===== config.mk =====
export PLATFORM = sky130hd
export DESIGN_NAME = multicycle_controller_flat
export DESIGN_NICKNAME = d
export VERILOG_FILES = /design/src/rtl/multicycle_controller_pkg.sv /design/src/rtl/multicycle_controller_if.sv /design/src/rtl/mem_wait_timer.sv /design/src/rtl/multicycle_controller.sv /design/src/flat_wrapper.sv
export SDC_FILE = /design/constraint.sdc
export NUM_CORES = 1
export LEC_CHECK = 0
export CAP_MARGIN = 20
export CORE_MARGIN = 2
export CORE_UTILIZATION = 46
export DETAILED_ROUTE_END_ITERATION = 10
export GPL_TIMING_DRIVEN = 0
export HOLD_SLACK_MARGIN = 0.08
export MAX_ROUTING_LAYER = met4
export PLACE_DENSITY_LB_ADDON = 0.05
export SKIP_CTS_REPAIR_TIMING = 1
export SYNTH_ARGS = -nofsm -noshare
export SYNTH_HDL_FRONTEND = slang
export SYNTH_HIERARCHICAL = 1
export SYNTH_SLANG_ARGS = --single-unit

===== constraint.sdc =====
create_clock -name clk -period 1.83 [get_ports clk]
set_input_delay 0.366 -clock clk [delete_from_list [all_inputs] [get_ports clk]]
set_output_delay 0.366 -clock clk [all_outputs]
set_load 0.005 [all_outputs]

===== src/rtl/multicycle_controller_pkg.sv =====
// Shared definitions for the multicycle controller, its timer and its testbench.
// Contents: state encoding, opcode values, writeback/PC/address/ALU mux encodings,
// the opcode classes and the opcode-to-class decoder function.
package multicycle_controller_pkg;

  typedef enum logic [2:0] {
    ST_FETCH     = 3'd0,
    ST_DECODE    = 3'd1,
    ST_EXECUTE   = 3'd2,
    ST_MEM       = 3'd3,
    ST_WRITEBACK = 3'd4,
    ST_TRAP      = 3'd5
  } state_e;

  localparam logic [6:0] OP_R      = 7'b0110011;
  localparam logic [6:0] OP_IALU   = 7'b0010011;
  localparam logic [6:0] OP_LOAD   = 7'b0000011;
  localparam logic [6:0] OP_STORE  = 7'b0100011;
  localparam logic [6:0] OP_BRANCH = 7'b1100011;
  localparam logic [6:0] OP_JAL    = 7'b1101111;
  localparam logic [6:0] OP_NOP    = 7'b0000000;

  typedef enum logic [1:0] {
    WB_ALU = 2'd0,
    WB_MEM = 2'd1,
    WB_PC4 = 2'd2
  } wb_sel_e;

  localparam logic PC_SEL_PC4    = 1'b0;
  localparam logic PC_SEL_TARGET = 1'b1;
  localparam logic ADDR_SEL_PC   = 1'b0;
  localparam logic ADDR_SEL_ALU  = 1'b1;
  localparam logic ALUB_RS2      = 1'b0;
  localparam logic ALUB_IMM      = 1'b1;

  typedef enum logic [2:0] {
    CLS_R,
    CLS_IALU,
    CLS_LOAD,
    CLS_STORE,
    CLS_BRANCH,
    CLS_JAL,
    CLS_NOP,
    CLS_ILLEGAL
  } op_class_e;

  function automatic op_class_e decode_op(input logic [6:0] op);
    op_class_e cls;
    case (op)
      OP_R:      cls = CLS_R;
      OP_IALU:   cls = CLS_IALU;
      OP_LOAD:   cls = CLS_LOAD;
      OP_STORE:  cls = CLS_STORE;
      OP_BRANCH: cls = CLS_BRANCH;
      OP_JAL:    cls = CLS_JAL;
      OP_NOP:    cls = CLS_NOP;
      default:   cls = CLS_ILLEGAL;
    endcase
    return cls;
  endfunction

endpackage


===== src/rtl/multicycle_controller_if.sv =====
// Bus between the multicycle controller and its datapath/memory environment.
// master: controller side (drives strobes/selects/status, receives opcode,
//         branch_taken, mem_ready).
// slave:  environment side (the mirror image).
interface multicycle_controller_if;
  logic [6:0]  opcode;
  logic        branch_taken;
  logic        mem_ready;
  logic        mem_req;
  logic        mem_we;
  logic        mem_addr_sel;
  logic        ir_we;
  logic        pc_we;
  logic        rf_we;
  logic        pc_sel;
  logic        alu_b_sel;
  logic [1:0]  wb_sel;
  logic        retire;
  logic        illegal;
  logic        bus_err;
  logic [2:0]  state;
  logic [31:0] instr_count;

  modport master (
    input  opcode, branch_taken, mem_ready,
    output mem_req, mem_we, mem_addr_sel, ir_we, pc_we, rf_we, pc_sel,
           alu_b_sel, wb_sel, retire, illegal, bus_err, state, instr_count
  );

  modport slave (
    output opcode, branch_taken, mem_ready,
    input  mem_req, mem_we, mem_addr_sel, ir_we, pc_we, rf_we, pc_sel,
           alu_b_sel, wb_sel, retire, illegal, bus_err, state, instr_count
  );
endinterface


===== src/rtl/mem_wait_timer.sv =====
// Counts consecutive cycles in which a memory request is pending (busy=1) but
// not answered (ready=0). expired is combinational: it flags the cycle whose
// wait would bring the count to TIMEOUT, so the controller can leave for TRAP
// on the following edge. A ready in that same cycle suppresses expired.
// Ports: clk, reset (sync, active-high), busy, ready -> expired.
module mem_wait_timer #(
  parameter int unsigned TIMEOUT = 15
) (
  input  logic clk,
  input  logic reset,
  input  logic busy,
  input  logic ready,
  output logic expired
);
  import multicycle_controller_pkg::*;

  localparam int unsigned CW = (TIMEOUT > 1) ? $clog2(TIMEOUT) : 1;
  localparam logic [CW-1:0] LAST = CW'(TIMEOUT - 1);

  logic [CW-1:0] cnt_q;
  logic [CW-1:0] cnt_d;

  always_comb begin
    expired = busy && !ready && (cnt_q == LAST);
    if (!busy || ready || expired) begin
      cnt_d = '0;
    end else begin
      cnt_d = cnt_q + CW'(1);
    end
  end

  always_ff @(posedge clk) begin
    if (reset) begin
      cnt_q <= '0;
    end else begin
      cnt_q <= cnt_d;
    end
  end
endmodule


===== src/rtl/multicycle_controller.sv =====
// Multicycle instruction sequencer: FETCH -> DECODE -> EXECUTE -> [MEM] ->
// [WRITEBACK], with a sticky TRAP state for illegal opcodes and memory timeouts.
// Ports: clk, reset (sync, active-high), bus (master modport of
// multicycle_controller_if carrying opcode/branch_taken/mem_ready in and all
// strobes, selects, status, state and instr_count out).
module multicycle_controller
  import multicycle_controller_pkg::*;
#(
  parameter int unsigned TIMEOUT = 15
) (
  input  logic                       clk,
  input  logic                       reset,
  multicycle_controller_if.master    bus
);

  state_e      state_q, state_d;
  logic [6:0]  opcode_q;
  logic        illegal_q, illegal_d;
  logic        bus_err_q, bus_err_d;
  logic [31:0] count_q;

  logic        mem_req_c, mem_we_c, addr_sel_c, ir_we_c, pc_we_c, rf_we_c;
  logic        pc_sel_c, alu_b_c, retire_c;
  wb_sel_e     wb_sel_c;
  logic        expired;
  op_class_e   cls_in, cls_q;

  assign cls_in = decode_op(bus.opcode);
  assign cls_q  = decode_op(opcode_q);

  // mem_req is low in every non-memory state and the only exits from FETCH/MEM
  // are on ready (clears) or to TRAP (busy drops), so the counter always
  // restarts from zero on a state change.
  mem_wait_timer #(.TIMEOUT(TIMEOUT)) u_timer (
    .clk     (clk),
    .reset   (reset),
    .busy    (mem_req_c),
    .ready   (bus.mem_ready),
    .expired (expired)
  );

  always_comb begin
    state_d    = state_q;
    illegal_d  = illegal_q;
    bus_err_d  = bus_err_q;
    mem_req_c  = 1'b0;
    mem_we_c   = 1'b0;
    addr_sel_c = ADDR_SEL_PC;
    ir_we_c    = 1'b0;
    rf_we_c    = 1'b0;
    pc_sel_c   = PC_SEL_PC4;
    alu_b_c    = ALUB_RS2;
    wb_sel_c   = WB_ALU;
    retire_c   = 1'b0;

    case (state_q)
      ST_FETCH: begin
        mem_req_c = 1'b1;
        if (bus.mem_ready) begin
          ir_we_c = 1'b1;
          state_d = ST_DECODE;
        end else if (expired) begin
          bus_err_d = 1'b1;
          state_d   = ST_TRAP;
        end
      end
      ST_DECODE: begin
        case (cls_in)
          CLS_NOP: begin
            retire_c = 1'b1;
            state_d  = ST_FETCH;
          end
          CLS_ILLEGAL: begin
            illegal_d = 1'b1;
            state_d   = ST_TRAP;
          end
          default: state_d = ST_EXECUTE;
        endcase
      end
      ST_EXECUTE: begin
        case (cls_q)
          CLS_R, CLS_JAL: state_d = ST_WRITEBACK;
          CLS_IALU: begin
            alu_b_c = ALUB_IMM;
            state_d = ST_WRITEBACK;
          end
          CLS_LOAD, CLS_STORE: begin
            alu_b_c = ALUB_IMM;
            state_d = ST_MEM;
          end
          CLS_BRANCH: begin
            pc_sel_c = bus.branch_taken;
            retire_c = 1'b1;
            state_d  = ST_FETCH;
          end
          default: begin
            illegal_d = 1'b1;
            state_d   = ST_TRAP;
          end
        endcase
      end
      ST_MEM: begin
        mem_req_c  = 1'b1;
        addr_sel_c = ADDR_SEL_ALU;
        mem_we_c   = (cls_q == CLS_STORE);
        if (bus.mem_ready) begin
          if (cls_q == CLS_LOAD) begin
            state_d = ST_WRITEBACK;
          end else begin
            retire_c = 1'b1;
            state_d  = ST_FETCH;
          end
        end else if (expired) begin
          bus_err_d = 1'b1;
          state_d   = ST_TRAP;
        end
      end
      ST_WRITEBACK: begin
        rf_we_c  = 1'b1;
        retire_c = 1'b1;
        state_d  = ST_FETCH;
        case (cls_q)
          CLS_LOAD: wb_sel_c = WB_MEM;
          CLS_JAL: begin
            wb_sel_c = WB_PC4;
            pc_sel_c = PC_SEL_TARGET;
          end
          default: wb_sel_c = WB_ALU;
        endcase
      end
      ST_TRAP: state_d = ST_TRAP;
      default: state_d = ST_FETCH;
    endcase

    pc_we_c = retire_c;
  end

  always_ff @(posedge clk) begin
    if (reset) begin
      state_q   <= ST_FETCH;
      opcode_q  <= '0;
      illegal_q <= 1'b0;
      bus_err_q <= 1'b0;
      count_q   <= '0;
    end else begin
      state_q   <= state_d;
      illegal_q <= illegal_d;
      bus_err_q <= bus_err_d;
      if (state_q == ST_DECODE) begin
        opcode_q <= bus.opcode;
      end
      if (retire_c) begin
        count_q <= count_q + 32'd1;
      end
    end
  end

  // Outputs are forced low while reset is held, whatever state is still registered.
  assign bus.mem_req      = mem_req_c  & ~reset;
  assign bus.mem_we       = mem_we_c   & ~reset;
  assign bus.mem_addr_sel = addr_sel_c & ~reset;
  assign bus.ir_we        = ir_we_c    & ~reset;
  assign bus.pc_we        = pc_we_c    & ~reset;
  assign bus.rf_we        = rf_we_c    & ~reset;
  assign bus.pc_sel       = pc_sel_c   & ~reset;
  assign bus.alu_b_sel    = alu_b_c    & ~reset;
  assign bus.wb_sel       = reset ? 2'b00 : wb_sel_c;
  assign bus.retire       = retire_c   & ~reset;
  assign bus.illegal      = illegal_q  & ~reset;
  assign bus.bus_err      = bus_err_q  & ~reset;
  assign bus.state        = state_q;
  assign bus.instr_count  = reset ? '0 : count_q;

endmodule


===== src/flat_wrapper.sv =====
// flat-port wrapper written by rule: the top's interface ports become plain ports
module multicycle_controller_flat import multicycle_controller_pkg::*;
#(
  parameter int unsigned TIMEOUT = 15
)
  (clk, reset, bus_opcode, bus_branch_taken, bus_mem_ready, bus_mem_req, bus_mem_we, bus_mem_addr_sel, bus_ir_we, bus_pc_we, bus_rf_we, bus_pc_sel, bus_alu_b_sel, bus_wb_sel, bus_retire, bus_illegal, bus_bus_err, bus_state, bus_instr_count);
  multicycle_controller_if bus_i ();
  input  logic clk;
  input  logic reset;
  input wire logic [$bits(bus_i.opcode)-1:0] bus_opcode;
  input wire logic [$bits(bus_i.branch_taken)-1:0] bus_branch_taken;
  input wire logic [$bits(bus_i.mem_ready)-1:0] bus_mem_ready;
  output wire logic [$bits(bus_i.mem_req)-1:0] bus_mem_req;
  output wire logic [$bits(bus_i.mem_we)-1:0] bus_mem_we;
  output wire logic [$bits(bus_i.mem_addr_sel)-1:0] bus_mem_addr_sel;
  output wire logic [$bits(bus_i.ir_we)-1:0] bus_ir_we;
  output wire logic [$bits(bus_i.pc_we)-1:0] bus_pc_we;
  output wire logic [$bits(bus_i.rf_we)-1:0] bus_rf_we;
  output wire logic [$bits(bus_i.pc_sel)-1:0] bus_pc_sel;
  output wire logic [$bits(bus_i.alu_b_sel)-1:0] bus_alu_b_sel;
  output wire logic [$bits(bus_i.wb_sel)-1:0] bus_wb_sel;
  output wire logic [$bits(bus_i.retire)-1:0] bus_retire;
  output wire logic [$bits(bus_i.illegal)-1:0] bus_illegal;
  output wire logic [$bits(bus_i.bus_err)-1:0] bus_bus_err;
  output wire logic [$bits(bus_i.state)-1:0] bus_state;
  output wire logic [$bits(bus_i.instr_count)-1:0] bus_instr_count;
  assign bus_i.opcode = bus_opcode;
  assign bus_i.branch_taken = bus_branch_taken;
  assign bus_i.mem_ready = bus_mem_ready;
  assign bus_mem_req = bus_i.mem_req;
  assign bus_mem_we = bus_i.mem_we;
  assign bus_mem_addr_sel = bus_i.mem_addr_sel;
  assign bus_ir_we = bus_i.ir_we;
  assign bus_pc_we = bus_i.pc_we;
  assign bus_rf_we = bus_i.rf_we;
  assign bus_pc_sel = bus_i.pc_sel;
  assign bus_alu_b_sel = bus_i.alu_b_sel;
  assign bus_wb_sel = bus_i.wb_sel;
  assign bus_retire = bus_i.retire;
  assign bus_illegal = bus_i.illegal;
  assign bus_bus_err = bus_i.bus_err;
  assign bus_state = bus_i.state;
  assign bus_instr_count = bus_i.instr_count;
  multicycle_controller #(.TIMEOUT(TIMEOUT)) u_core (.clk(clk), .reset(reset), .bus(bus_i));
endmodule

==> flow_metrics.py <==
metrics = {
    "status": {
        "status": "finished with violations",
        "violations": "setup timing",
    },
    "timing": {
        "rsz0062_at_grt": "true",
        "whs_ns": 0.427,
        "layout_min_cycle_time_ns": 2.32,
        "max_freq_ghz": 0.432,
        "setup_viol": 35,
        "slew_viol_final": 0,
        "fin_crit_sh": 1.27,
        "slew_headroom": 0.554,
        "finalSetupTns_ns": -4.31,
        "setup_ws_ns": -0.486,
        "tightest_slew_ns": 0.668,
        "timing.final.hold_violations": 0,
        "finalClockSkew_ns": 0.0103,
    },
    "yosys": {
        "synth_nets": 364,
        "yosysWarningCount": 6,
        "avgSynthCellArea_um2": 8.12,
        "yosys.cell_types.count": 51,
        "yosys.area.top_type_share": 0.338,
        "yosysMostFrequentCell": "dfxtp_1",
        "yosysTopAreaCell": "dfxtp_1",
        "syn_inst": 350,
        "synth_edf_count": 0,
        "yosys_most_used_dff": "dfxtp_1",
        "synth_seq_cells": 48,
        "async_flop_share": 0,
        "yosys-top-cells-area": "dfxtp_1 (34%), nor2b_1 (8.6%), nor2_1 (5.8%)",
        "syn_area_mm2": 0.00284,
        "synthTopCellsByCount": "dfxtp_1 (48), nor2_1 (44), nor2b_1 (39), a21oi_1 (19), nand2_1 (17)",
        "synth.yosys.seq_area_share": 0.338,
    },
    "finish": {
        "drive_above_1_share": 0.392,
        "antenna_cells": 0,
        "syn2layout_area_growth_pct": 57.8,
        "fin_nets": 447,
    },
    "route": {
        "routed_wl_mm": 8.46,
        "via_per_inst": 5.82,
        "vias": 2964,
        "ant_nets": 0,
        "drt-initial-drc-count": 211,
        "dr.pass1.iters": 5,
        "wl_per_cell_um": 16.6,
        "drc_errors": 0,
    },
    "clock_network": {
        "clk_path_buf_depth": 2,
        "cts_root_buffer": "clkbuf_8",
        "cts_sinks": 48,
        "cts.reportedPaths.clkPinSlew_ns": 0.09,
        "clock_latency_ns": 0.31,
        "h-tree-depth": 2,
        "cts_tree": "done",
        "cts-buffers-inserted": 5,
    },
    "critical_path": {
        "startpoint_type": "flip-flop",
        "cp-end-kind": "primary output",
        "slowest_delay_ns": 0.36,
        "worstPathRequired_ns": 1.46,
        "cp_slowest_cell": "dfxtp_4",
        "cp_data_arrival_time_ns": 1.95,
        "criticalPathCategory": "flip-flop to primary output",
        "critPathMaxFanout": 10,
        "crit_top_cell": "buf_6",
        "crit_chain": "nand4bb_4 -> o41ai_2 -> o211a_4 -> buf_6 -> buf_12 -> nor2_4 -> buf_6 -> buf_6",
    },
    "power_and_ir_drop": {
        "cellPowerDensity_mw_per_mm2": 533,
        "peakVddDrop_mv": 0.460,
        "p_leak_nw": 2.19,
    },
    "floorplanning": {
        "rows": 28,
        "fp.dieH_um": 82.6,
        "die_w_um": 82.6,
        "start_util": 0.477,
        "dieArea_mm2": 0.00682,
        "core_area_mm2": 0.00596,
        "ios": 59,
    },
    "grt": {
        "grt_pass1_wl_mm": 11.9,
        "grt_max_degree": 15,
        "grt_use_total": 0.233,
        "grt-ovfl-total": 0,
        "antenna_found_initial": 0,
        "grt_pass1_vias": 2505,
    },
    "placed_design": {
        "hpwl_mm": 5.48,
        "place_congestion": 0.903,
        "dp_worst_setup_slack_ns": -1.60,
        "numPortBuffers": 58,
    },
    "hold_path": {
        "hold_class": "primary input to flip-flop",
    },
    "flow_run": {
        "maxCapViolCount": 0,
    },
}
registers in the layout, summed over array words and instances (netlist names):
signal and cells:
u_core/illegal_q 1, u_core/u_timer/cnt_q 4, u_core/bus_err_q 1, u_core/count_q 32
u_core/opcode_q 7, u_core/bus.state 3
worst max-delay path, delay by kind of cell, from the launching register on:
kind | cells | cell delay [ns]
buf+inv | 4 | 0.46
compound gates | 2 | 0.53
simple gates | 2 | 0.30
flops | 1 | 0.36
placed cells by master, fill, tap and decap left out, drive strengths merged, types with 8 or more instances in the layout:
cell type,count
nor2,44
dfxtp,48
clkdlybuf4s50,19
nand2,17
a21oi,19
nor3,14
o31ai,12
clkbuf,14
dlymetal6s2s,33
or4,13
buf,37
nor2b,39
mux2,14
nand3,15
mux2i,8
path summary, 6_finish.rpt:
kind | from | endpoint | slack, ns | cells past startpoint
setup reg to reg | u_core/opcode_q[2]$_SDFFE_PP0N_ | u_core/count_q[4]$_SDFFE_PP0P_ | -0.23 | 8
hold / removal | bus_opcode[5] | u_core/opcode_q[5]$_SDFFE_PP0N_ | 0.43 | 3
setup / recovery | u_core/opcode_q[2]$_SDFFE_PP0N_ | bus_retire | -0.49 | 8
hold reg to reg | u_core/u_timer/cnt_q[0]$_SDFF_PP0_ | u_core/u_timer/cnt_q[0]$_SDFF_PP0_ | 0.47 | 1
kinds of logic (layout without fill, tap and decap cells):
logic type,after synthesis,in the layout,synth area share
AND/OR/NAND/NOR,191,191,0.379
AO/OA/AOI/OAI,55,55,0.127
flip-flops,48,48,0.338
buffers and inverters,26,110,0.0431
multiplexers,22,22,0.0836
XOR/XNOR,5,5,0.0154
adder cells (fa/ha/maj),3,3,0.0132
metal layers:
| metal | vias up | share of wire | track usage |
|---|---|---|---|
| met1 | 1446 | 0.46 | 0.328 |
| met3 | 11 | 0.048 | 0.0370 |
| li1 | 1421 | - | - |
| met4 | 0 | 0.014 | 0.0672 |
| met2 | 86 | 0.48 | 0.344 |
| met5 | - | 0 | - |
cell type report:
cell class | count | area, um2
timing repair buffer | 78 | 832
sequential | 48 | 1000
tap | 75 | 93.8
clock inverter | 2 | 35.0
buffer | 19 | 190
inverter | 5 | 18.8
multi-input combinational | 276 | 2240
fill | 431 | 1470
clock buffer | 6 | 72.6
power by group:
group | total [mW] | switching [mW] | internal, mW
Combinational | 0.493 | 0.249 | 0.244
Sequential | 1.12 | 0.0447 | 1.07
Clock | 0.778 | 0.372 | 0.406
Total | 2.39 | 0.666 | 1.73
metrics by stage:
stage	total power, mW	util	std cells	instance area, um2
2_1_floorplan	1.35	-	350	2890
3_3_place_gp	1.47	0.598	483	3560
3_5_place_dp	1.48	0.598	483	3560
4_1_cts	2.24	0.616	491	3670
5_1_grt	2.49	0.753	509	4490
6_report	2.39	0.753	509	4490
Power figures use the tool's default switching activity.
